[src/rtl/lsu_pkg.sv]
// Shared types and lane helpers for the load/store unit.
package lsu_pkg;

    typedef enum logic [1:0] {
        ST_IDLE   = 2'd0,
        ST_REQ    = 2'd1,
        ST_RDWAIT = 2'd2
    } state_e;

    typedef enum logic [1:0] {
        SZ_BYTE = 2'b00,
        SZ_HALF = 2'b01,
        SZ_WORD = 2'b10
    } size_e;

    // The spare size code 2'b11 behaves exactly like a word access.
    function automatic size_e norm_size(input logic [1:0] sz);
        return (sz == 2'b11) ? SZ_WORD : size_e'(sz);
    endfunction

    function automatic logic misaligned(input size_e sz, input logic [1:0] off);
        case (sz)
            SZ_HALF: return off[0];
            SZ_WORD: return |off;
            default: return 1'b0;
        endcase
    endfunction

    // Byte lane an access starts on, forced down to its natural alignment.
    function automatic logic [1:0] lane_sel(input size_e sz, input logic [1:0] off);
        case (sz)
            SZ_HALF: return {off[1], 1'b0};
            SZ_WORD: return 2'b00;
            default: return off;
        endcase
    endfunction

endpackage

[src/rtl/lsu_if.sv]
// Memory-side request/response bus of the load/store unit.
interface lsu_if #(
    parameter int DATA_W = 32,
    parameter int ADDR_W = 32
);
    logic                req;
    logic                we;
    logic [ADDR_W-1:0]   addr;
    logic [DATA_W/8-1:0] be;
    logic [DATA_W-1:0]   wdata;
    logic                gnt;
    logic                rvalid;
    logic [DATA_W-1:0]   rdata;

    modport master (output req, we, addr, be, wdata, input gnt, rvalid, rdata);
    modport slave  (input req, we, addr, be, wdata, output gnt, rvalid, rdata);
endinterface

[src/rtl/lsu_align.sv]
// Combinational lane logic: store replication/byte enables and load extract/extend.
module lsu_align
    import lsu_pkg::*;
#(
    parameter int DATA_W = 32
)(
    input  size_e               st_size,
    input  logic [1:0]          st_off,
    input  logic [DATA_W-1:0]   st_data,
    output logic [DATA_W/8-1:0] st_be,
    output logic [DATA_W-1:0]   st_lanes,
    input  size_e               ld_size,
    input  logic [1:0]          ld_off,
    input  logic                ld_unsigned,
    input  logic [DATA_W-1:0]   ld_data,
    output logic [DATA_W-1:0]   ld_result
);
    localparam int NB = DATA_W / 8;

    logic [7:0]  ld_byte;
    logic [15:0] ld_half;

    always_comb begin
        // NOTE: every output of a combinational block gets a default first, otherwise
        // an uncovered case path silently infers a latch.
        st_be    = '1;
        st_lanes = st_data;
        case (st_size)
            SZ_BYTE: begin
                st_be    = NB'(1) << st_off;
                st_lanes = {NB{st_data[7:0]}};
            end
            SZ_HALF: begin
                st_be    = NB'(3) << st_off;
                st_lanes = {(NB/2){st_data[15:0]}};
            end
            default: ;
        endcase
    end

    assign ld_byte = ld_data[8*ld_off +: 8];
    assign ld_half = ld_data[16*ld_off[1] +: 16];

    always_comb begin
        ld_result = ld_data;
        case (ld_size)
            SZ_BYTE: ld_result = {{(DATA_W-8){~ld_unsigned & ld_byte[7]}}, ld_byte};
            SZ_HALF: ld_result = {{(DATA_W-16){~ld_unsigned & ld_half[15]}}, ld_half};
            default: ;
        endcase
    end

endmodule

[src/rtl/lsu_ctrl.sv]
// Load/store unit control: runs one memory access at a time and stalls the pipeline meanwhile.
// Build option LSU_MISALIGN_TRAP_EN: trap misaligned half/word accesses instead of aligning them down.
module lsu_ctrl
    import lsu_pkg::*;
#(
    parameter int DATA_W  = 32,
    parameter int ADDR_W  = 32,
    parameter int TMO_CYC = 16
)(
    input  logic              clk,
    input  logic              rst_n,
    input  logic              op_valid_i,
    input  logic              mem_rd_i,
    input  logic              mem_wr_i,
    input  logic [1:0]        size_i,
    input  logic              unsigned_i,
    input  logic [ADDR_W-1:0] addr_i,
    input  logic [DATA_W-1:0] wdata_i,
    input  logic [4:0]        rd_i,
    input  logic              reg_we_i,
    output logic              stall_o,
    output logic              wb_valid_o,
    output logic              wb_we_o,
    output logic [4:0]        wb_rd_o,
    output logic [DATA_W-1:0] wb_data_o,
    output logic              err_o,
    lsu_if.master             mem
);
    localparam int CNT_W = $clog2(TMO_CYC + 1);

    state_e              state_q, state_d;
    logic [CNT_W-1:0]    cnt_q;
    logic                we_q, uns_q, reg_we_q;
    size_e               size_q;
    logic [1:0]          off_q;
    logic [4:0]          rd_q;
    logic [ADDR_W-1:0]   addr_q;
    logic [DATA_W/8-1:0] be_q;
    logic [DATA_W-1:0]   wdata_q;
    logic                wb_valid_q, wb_we_q, err_q;
    logic [4:0]          wb_rd_q;
    logic [DATA_W-1:0]   wb_data_q;

    size_e               size_in;
    logic [1:0]          off_in;
    logic                is_mem, accept, trap, timeout;
    logic [DATA_W/8-1:0] st_be;
    logic [DATA_W-1:0]   st_lanes, ld_result;

    assign size_in = norm_size(size_i);
    assign off_in  = lane_sel(size_in, addr_i[1:0]);
    assign is_mem  = mem_rd_i | mem_wr_i;
    assign accept  = (state_q == ST_IDLE) && op_valid_i && is_mem;
    assign timeout = (cnt_q == CNT_W'(TMO_CYC - 1));
`ifdef LSU_MISALIGN_TRAP_EN
    assign trap = misaligned(size_in, addr_i[1:0]);
`else
    assign trap = 1'b0;
`endif

    lsu_align #(.DATA_W(DATA_W)) u_align (
        .st_size     (size_in),
        .st_off      (off_in),
        .st_data     (wdata_i),
        .st_be       (st_be),
        .st_lanes    (st_lanes),
        .ld_size     (size_q),
        .ld_off      (off_q),
        .ld_unsigned (uns_q),
        .ld_data     (mem.rdata),
        .ld_result   (ld_result)
    );

    always_comb begin
        state_d = state_q;
        case (state_q)
            ST_IDLE:   if (accept && !trap) state_d = ST_REQ;
            ST_REQ:    if (mem.gnt) state_d = we_q ? ST_IDLE : ST_RDWAIT;
                       else if (timeout) state_d = ST_IDLE;
            ST_RDWAIT: if (mem.rvalid || timeout) state_d = ST_IDLE;
            default:   state_d = ST_IDLE;
        endcase
    end

    always_ff @(posedge clk or negedge rst_n) begin
        if (!rst_n) state_q <= ST_IDLE;
        else        state_q <= state_d;
    end

    always_ff @(posedge clk or negedge rst_n) begin
        if (!rst_n) begin
            cnt_q      <= '0;
            we_q       <= 1'b0;
            uns_q      <= 1'b0;
            reg_we_q   <= 1'b0;
            size_q     <= SZ_BYTE;
            off_q      <= '0;
            rd_q       <= '0;
            addr_q     <= '0;
            be_q       <= '0;
            wdata_q    <= '0;
            wb_valid_q <= 1'b0;
            wb_we_q    <= 1'b0;
            err_q      <= 1'b0;
            wb_rd_q    <= '0;
            wb_data_q  <= '0;
        end else begin
            // NOTE: sequential state uses non-blocking assignments so every register
            // samples the pre-edge values regardless of statement order.
            wb_valid_q <= 1'b0;
            wb_we_q    <= 1'b0;
            err_q      <= 1'b0;
            case (state_q)
                ST_IDLE: begin
                    cnt_q <= '0;
                    if (op_valid_i && !is_mem) begin
                        wb_valid_q <= 1'b1;
                        wb_we_q    <= reg_we_i;
                        wb_rd_q    <= rd_i;
                        wb_data_q  <= DATA_W'(addr_i);
                    end else if (accept && trap) begin
                        err_q <= 1'b1;
                    end else if (accept) begin
                        we_q     <= mem_wr_i;
                        addr_q   <= {addr_i[ADDR_W-1:2], 2'b00};
                        be_q     <= st_be;
                        wdata_q  <= st_lanes;
                        size_q   <= size_in;
                        off_q    <= off_in;
                        uns_q    <= unsigned_i;
                        rd_q     <= rd_i;
                        reg_we_q <= reg_we_i;
                    end
                end
                ST_REQ, ST_RDWAIT: begin
                    cnt_q <= cnt_q + 1'b1;
                    // A response arriving on the timeout cycle still wins.
                    if (state_q == ST_REQ && mem.gnt) begin
                        if (we_q) begin
                            wb_valid_q <= 1'b1;
                            wb_rd_q    <= rd_q;
                        end
                    end else if (state_q == ST_RDWAIT && mem.rvalid) begin
                        wb_valid_q <= 1'b1;
                        wb_we_q    <= reg_we_q;
                        wb_rd_q    <= rd_q;
                        wb_data_q  <= ld_result;
                    end else if (timeout) begin
                        err_q <= 1'b1;
                    end
                end
                default: ;
            endcase
        end
    end

    assign stall_o    = (state_q != ST_IDLE) || accept;
    assign wb_valid_o = wb_valid_q;
    assign wb_we_o    = wb_we_q;
    assign wb_rd_o    = wb_rd_q;
    assign wb_data_o  = wb_data_q;
    assign err_o      = err_q;
    assign mem.req    = (state_q == ST_REQ);
    assign mem.we     = we_q;
    assign mem.addr   = addr_q;
    assign mem.be     = be_q;
    assign mem.wdata  = wdata_q;

endmodule

[src/flat_wrapper.sv]
// flat-port wrapper written by rule: the top's interface ports become plain ports
module lsu_ctrl_flat import lsu_pkg::*;
#(
    parameter int DATA_W  = 32,
    parameter int ADDR_W  = 32,
    parameter int TMO_CYC = 16
)
  (clk, rst_n, op_valid_i, mem_rd_i, mem_wr_i, size_i, unsigned_i, addr_i, wdata_i, rd_i, reg_we_i, stall_o, wb_valid_o, wb_we_o, wb_rd_o, wb_data_o, err_o, mem_req, mem_we, mem_addr, mem_be, mem_wdata, mem_gnt, mem_rvalid, mem_rdata);
  lsu_if #(.DATA_W(DATA_W), .ADDR_W(ADDR_W)) mem_i ();
  input  logic clk;
  input  logic rst_n;
  input  logic op_valid_i;
  input  logic mem_rd_i;
  input  logic mem_wr_i;
  input  logic [1:0] size_i;
  input  logic unsigned_i;
  input  logic [ADDR_W-1:0] addr_i;
  input  logic [DATA_W-1:0] wdata_i;
  input  logic [4:0] rd_i;
  input  logic reg_we_i;
  output logic stall_o;
  output logic wb_valid_o;
  output logic wb_we_o;
  output logic [4:0] wb_rd_o;
  output logic [DATA_W-1:0] wb_data_o;
  output logic err_o;
  output wire logic [$bits(mem_i.req)-1:0] mem_req;
  output wire logic [$bits(mem_i.we)-1:0] mem_we;
  output wire logic [$bits(mem_i.addr)-1:0] mem_addr;
  output wire logic [$bits(mem_i.be)-1:0] mem_be;
  output wire logic [$bits(mem_i.wdata)-1:0] mem_wdata;
  input wire logic [$bits(mem_i.gnt)-1:0] mem_gnt;
  input wire logic [$bits(mem_i.rvalid)-1:0] mem_rvalid;
  input wire logic [$bits(mem_i.rdata)-1:0] mem_rdata;
  assign mem_req = mem_i.req;
  assign mem_we = mem_i.we;
  assign mem_addr = mem_i.addr;
  assign mem_be = mem_i.be;
  assign mem_wdata = mem_i.wdata;
  assign mem_i.gnt = mem_gnt;
  assign mem_i.rvalid = mem_rvalid;
  assign mem_i.rdata = mem_rdata;
  lsu_ctrl #(.DATA_W(DATA_W), .ADDR_W(ADDR_W), .TMO_CYC(TMO_CYC)) u_core (.clk(clk), .rst_n(rst_n), .op_valid_i(op_valid_i), .mem_rd_i(mem_rd_i), .mem_wr_i(mem_wr_i), .size_i(size_i), .unsigned_i(unsigned_i), .addr_i(addr_i), .wdata_i(wdata_i), .rd_i(rd_i), .reg_we_i(reg_we_i), .stall_o(stall_o), .wb_valid_o(wb_valid_o), .wb_we_o(wb_we_o), .wb_rd_o(wb_rd_o), .wb_data_o(wb_data_o), .err_o(err_o), .mem(mem_i));
endmodule
[config.mk]
export PLATFORM = sky130hd
export DESIGN_NAME = lsu_ctrl_flat
export DESIGN_NICKNAME = d
export VERILOG_FILES = /design/src/rtl/lsu_pkg.sv /design/src/rtl/lsu_if.sv /design/src/rtl/lsu_align.sv /design/src/rtl/lsu_ctrl.sv /design/src/flat_wrapper.sv
export SDC_FILE = /design/constraint.sdc
export NUM_CORES = 1
export LEC_CHECK = 0
export BUFFER_PORTS_ARGS = -buffer_cell sky130_fd_sc_hd__buf_2
export CORE_MARGIN = 8
export CORE_UTILIZATION = 50
export DETAILED_ROUTE_END_ITERATION = 8
export HOLD_SLACK_MARGIN = 0.06
export PLACE_DENSITY = 0.81
export SYNTH_ARGS = -nofsm -noshare
export SYNTH_HDL_FRONTEND = slang
export SYNTH_SLANG_ARGS = --single-unit
[constraint.sdc]
create_clock -name clk -period 3 [get_ports clk]
set_clock_uncertainty 0.2 [all_clocks]
set_input_delay 0.15 -clock clk [delete_from_list [all_inputs] [get_ports clk]]
set_output_delay 0.15 -clock clk [all_outputs]
set_load 0.05 [all_outputs]
==> qor.yml <==
cts_tree: "yes"
place_hpwl_um: 14530
core_mm2: 0.01201
wl_per_cell_um: 22.21
maxCapViolCount: 0
synth-simple-area-share_pct: 8.828
critPathLaunchType: "flop"
netlist_area_mm2: 0.006137
final_cell_mix: "buf_2 (219), dfrtp_1 (125), dlygate4sd3_1 (121)"
wl_met1_um: 8416
synth-seq-area-share_pct: 50.97
cts_buffers: 17
fin_util_pct: 76.01
drtAntennaViolNets: 0
synthMuxAreaShare_pct: 17.70
grt_max_degree: 85
r2r_cells: 5
yosys.area_share.adder_pct: 1.427
start_util_pct: 51.09
hold_viol: 0
synth_top_family_by_area: "multiplexers"
die_area_mm2: 0.01608
synth_cell_types: 40
io_buffers: 220
ys_seq_elements: 125
critPathArrivalTime_ns: 2.70
finalSetupViolations: 0
syn_inst: 582
io_pins: 223
power_mw: 11.96
ys.flop_type: "dfrtp_1"
cpPeakStageDelay_ns: 0.81
powerDensity_mw_per_mm2: 1310
worst_pin_slew_ns: 1.212
clk_pin_slew_ns: 0.06
final.min_clock_period_ns: 2.653
min_period_over_period_pct: 88.43
cts_max_level: 4
hp-class: "input port to flop"
met2_length_um: 11420
critical_path_class: "flop to flop"
path_cells: "inv_1, ha_1, a221o_1, or2_1, o21ai_0"
ir_worst_vdd_v: 0.0009719
cts_sinks: 125
async_flop_share_pct: 100.0
rsz0062_at_grt: "false"
power_leakage_nw: 4.434
die_x_um: 126.8
wl_um: 23700
clk_latency_ns: 0.43
synth_edf_count: 0
synthXorXnorAreaFrac_pct: 0
layout_commonest_cell: "buf_2"
antenna_found_initial: 2
cts_setup_buffers: 0
dr_wl_met3_um: 2679
end_kind: "flop"
dieHeight_um: 126.8
status: "completed"
tns_ns: 0
grt_pass1_wl_um: 36940
area_delta_synth_final_pct: 48.77
fmax_mhz: 376.9
ctsLongestPathBuffers: 2
hold_depth: 5
slowest_stage: "or2_1"
fin_ws_ns: 0.3470
drt_pass1_iterations: 5
yosys_warnings: 0
synth-compound-area-share_pct: 17.04
top_layer: "met5"
max_slew_margin_pct: 19.21
nets: 1027
cts_root_buf: "clkbuf_16"
vias: 6350
grtUsageTotal_pct: 29.63
drt_iter0_markers: 665
finalMaxSlewViolations: 0
post-place-ws_ns: 0.4840
grt_pass1_vias: 6787
vias_per_cell: 5.951
gr-total-overflow: 0
drive_gt1_share_pct: 35.04
finalWeightedCongestion: 0.8433
rows: 40
crit_required_ns: 3.04
synth.avg_cell_area_um2: 10.54
drc: 0
worstPathMaxFanout: 32
-- worst paths after layout --
| check | start | to | slack, ns |
|---|---|---|---|
| setup / recovery | u_core.state_q[0] | u_core.wb_data_o[18] | 0.35 |
| hold / removal | mem_rdata[7] | u_core.wb_data_o[7] | 0.12 |
| setup reg to reg | u_core.state_q[0] | u_core.wb_data_o[18] | 0.35 |
| hold reg to reg | u_core.mem.be[0] | u_core.mem.be[0] | 0.28 |
| max in group asynchronous | rst_n | u_core.reg_we_q | 1.50 |
| min in group asynchronous | rst_n | u_core.mem.addr[23] | 0.14 |
-- routing by layer --
layer,track usage [%],vias up
met5,0,-
li1,-,2770
met1,32.21,3018
met4,16.59,2
met2,48.49,462
met3,12.02,98
-- worst max-delay path: cells and delay by family (launching register included) --
family	cells	cell delay, ns
AOI/OAI and AO/OA	2	0.53
adders and majority gates	1	0.35
buffers and inverters	1	0.13
DFF	1	0.43
and+or+nand+nor	1	0.81
-- kinds of logic (layout without fill, tap and decap cells) --
| logic type | Yosys count | count (layout) |
|---|---|---|
| flops | 125 | 125 |
| compound gates | 171 | 171 |
| fa+ha+maj | 7 | 7 |
| mux | 100 | 100 |
| simple gates | 118 | 118 |
| buf+inv | 60 | 396 |
| other cells | 1 | 3 |
-- synthesized netlist by cell type (2+ instances only) --
master    number  area share [%]
nand3_1        3            0.24
or2_2          3            0.31
nand4_1        2            0.20
mux2_2        58              11
buf_4          2            0.24
a221oi_1      23             3.3
nor2_1        21             1.3
inv_1         10            0.61
nand2b_1       5            0.51
clkinv_1       2            0.12
o21ai_1        8            0.65
clkbuf_1      42             2.6
and3_1        19             1.9
nor2b_1        2            0.20
a21oi_1       24             2.0
nand2_1       57             3.5
ha_1           7             1.4
a22oi_1        7            0.86
o21ai_0       80             6.5
buf_2          3            0.24
o31ai_1       10             1.2
nor3_1         2            0.16
o22ai_1        3            0.31
mux2i_1       41             6.7
dfrtp_1      125              51
o221ai_1       9             1.3
-- sequential cells by signal (all words and copies together), names as in the netlist, 2 cells and up --
register	flops
u_core.cnt_q	5
u_core.mem.addr	30
u_core.mem.be	4
u_core.mem.wdata	32
u_core.off_q	2
u_core.rd_q	5
u_core.size_q	2
u_core.state_q	2
u_core.wb_data_o	32
u_core.wb_rd_o	5
-- metrics by stage --
step                      hold WS, ns  area (um2)  cells
after floorplan               -0.3456        6141    583
after global placement        0.06402        7345    915
after detailed placement      0.08198        7345    915
after CTS                      0.1035        9128   1066
after global routing           0.1566        9130   1067
final                          0.1221        9130   1067
-- area by class of cell --
| class | instances | area (um2) |
|---|---|---|
| Tap cell | 147 | 183.9 |
| Timing Repair Buffer | 354 | 2425 |
| Antenna cell | 1 | 2.502 |
| Clock inverter | 8 | 117.6 |
| Multi-Input combinational cell | 398 | 2774 |
| Sequential cell | 125 | 3128 |
| Inverter | 12 | 45.04 |
| Fill cell | 763 | 2882 |
| Clock buffer | 22 | 454.2 |
-- what timing repair did --
action | 4_1_cts | 5_1_grt
hold buffers | 121 | 0
hold endpoints to repair | 175 | 0
gates resized for setup | 0 | 0
-- report_power, final --
| part | internal, mW | switching (mW) | total [mW] |
|---|---|---|---|
| Sequential | 2.51 | 0.530 | 3.04 |
| Clock | 1.31 | 0.739 | 2.05 |
| Combinational | 1.98 | 4.89 | 6.87 |
No activity file was read; power rests on OpenSTA's default activity.
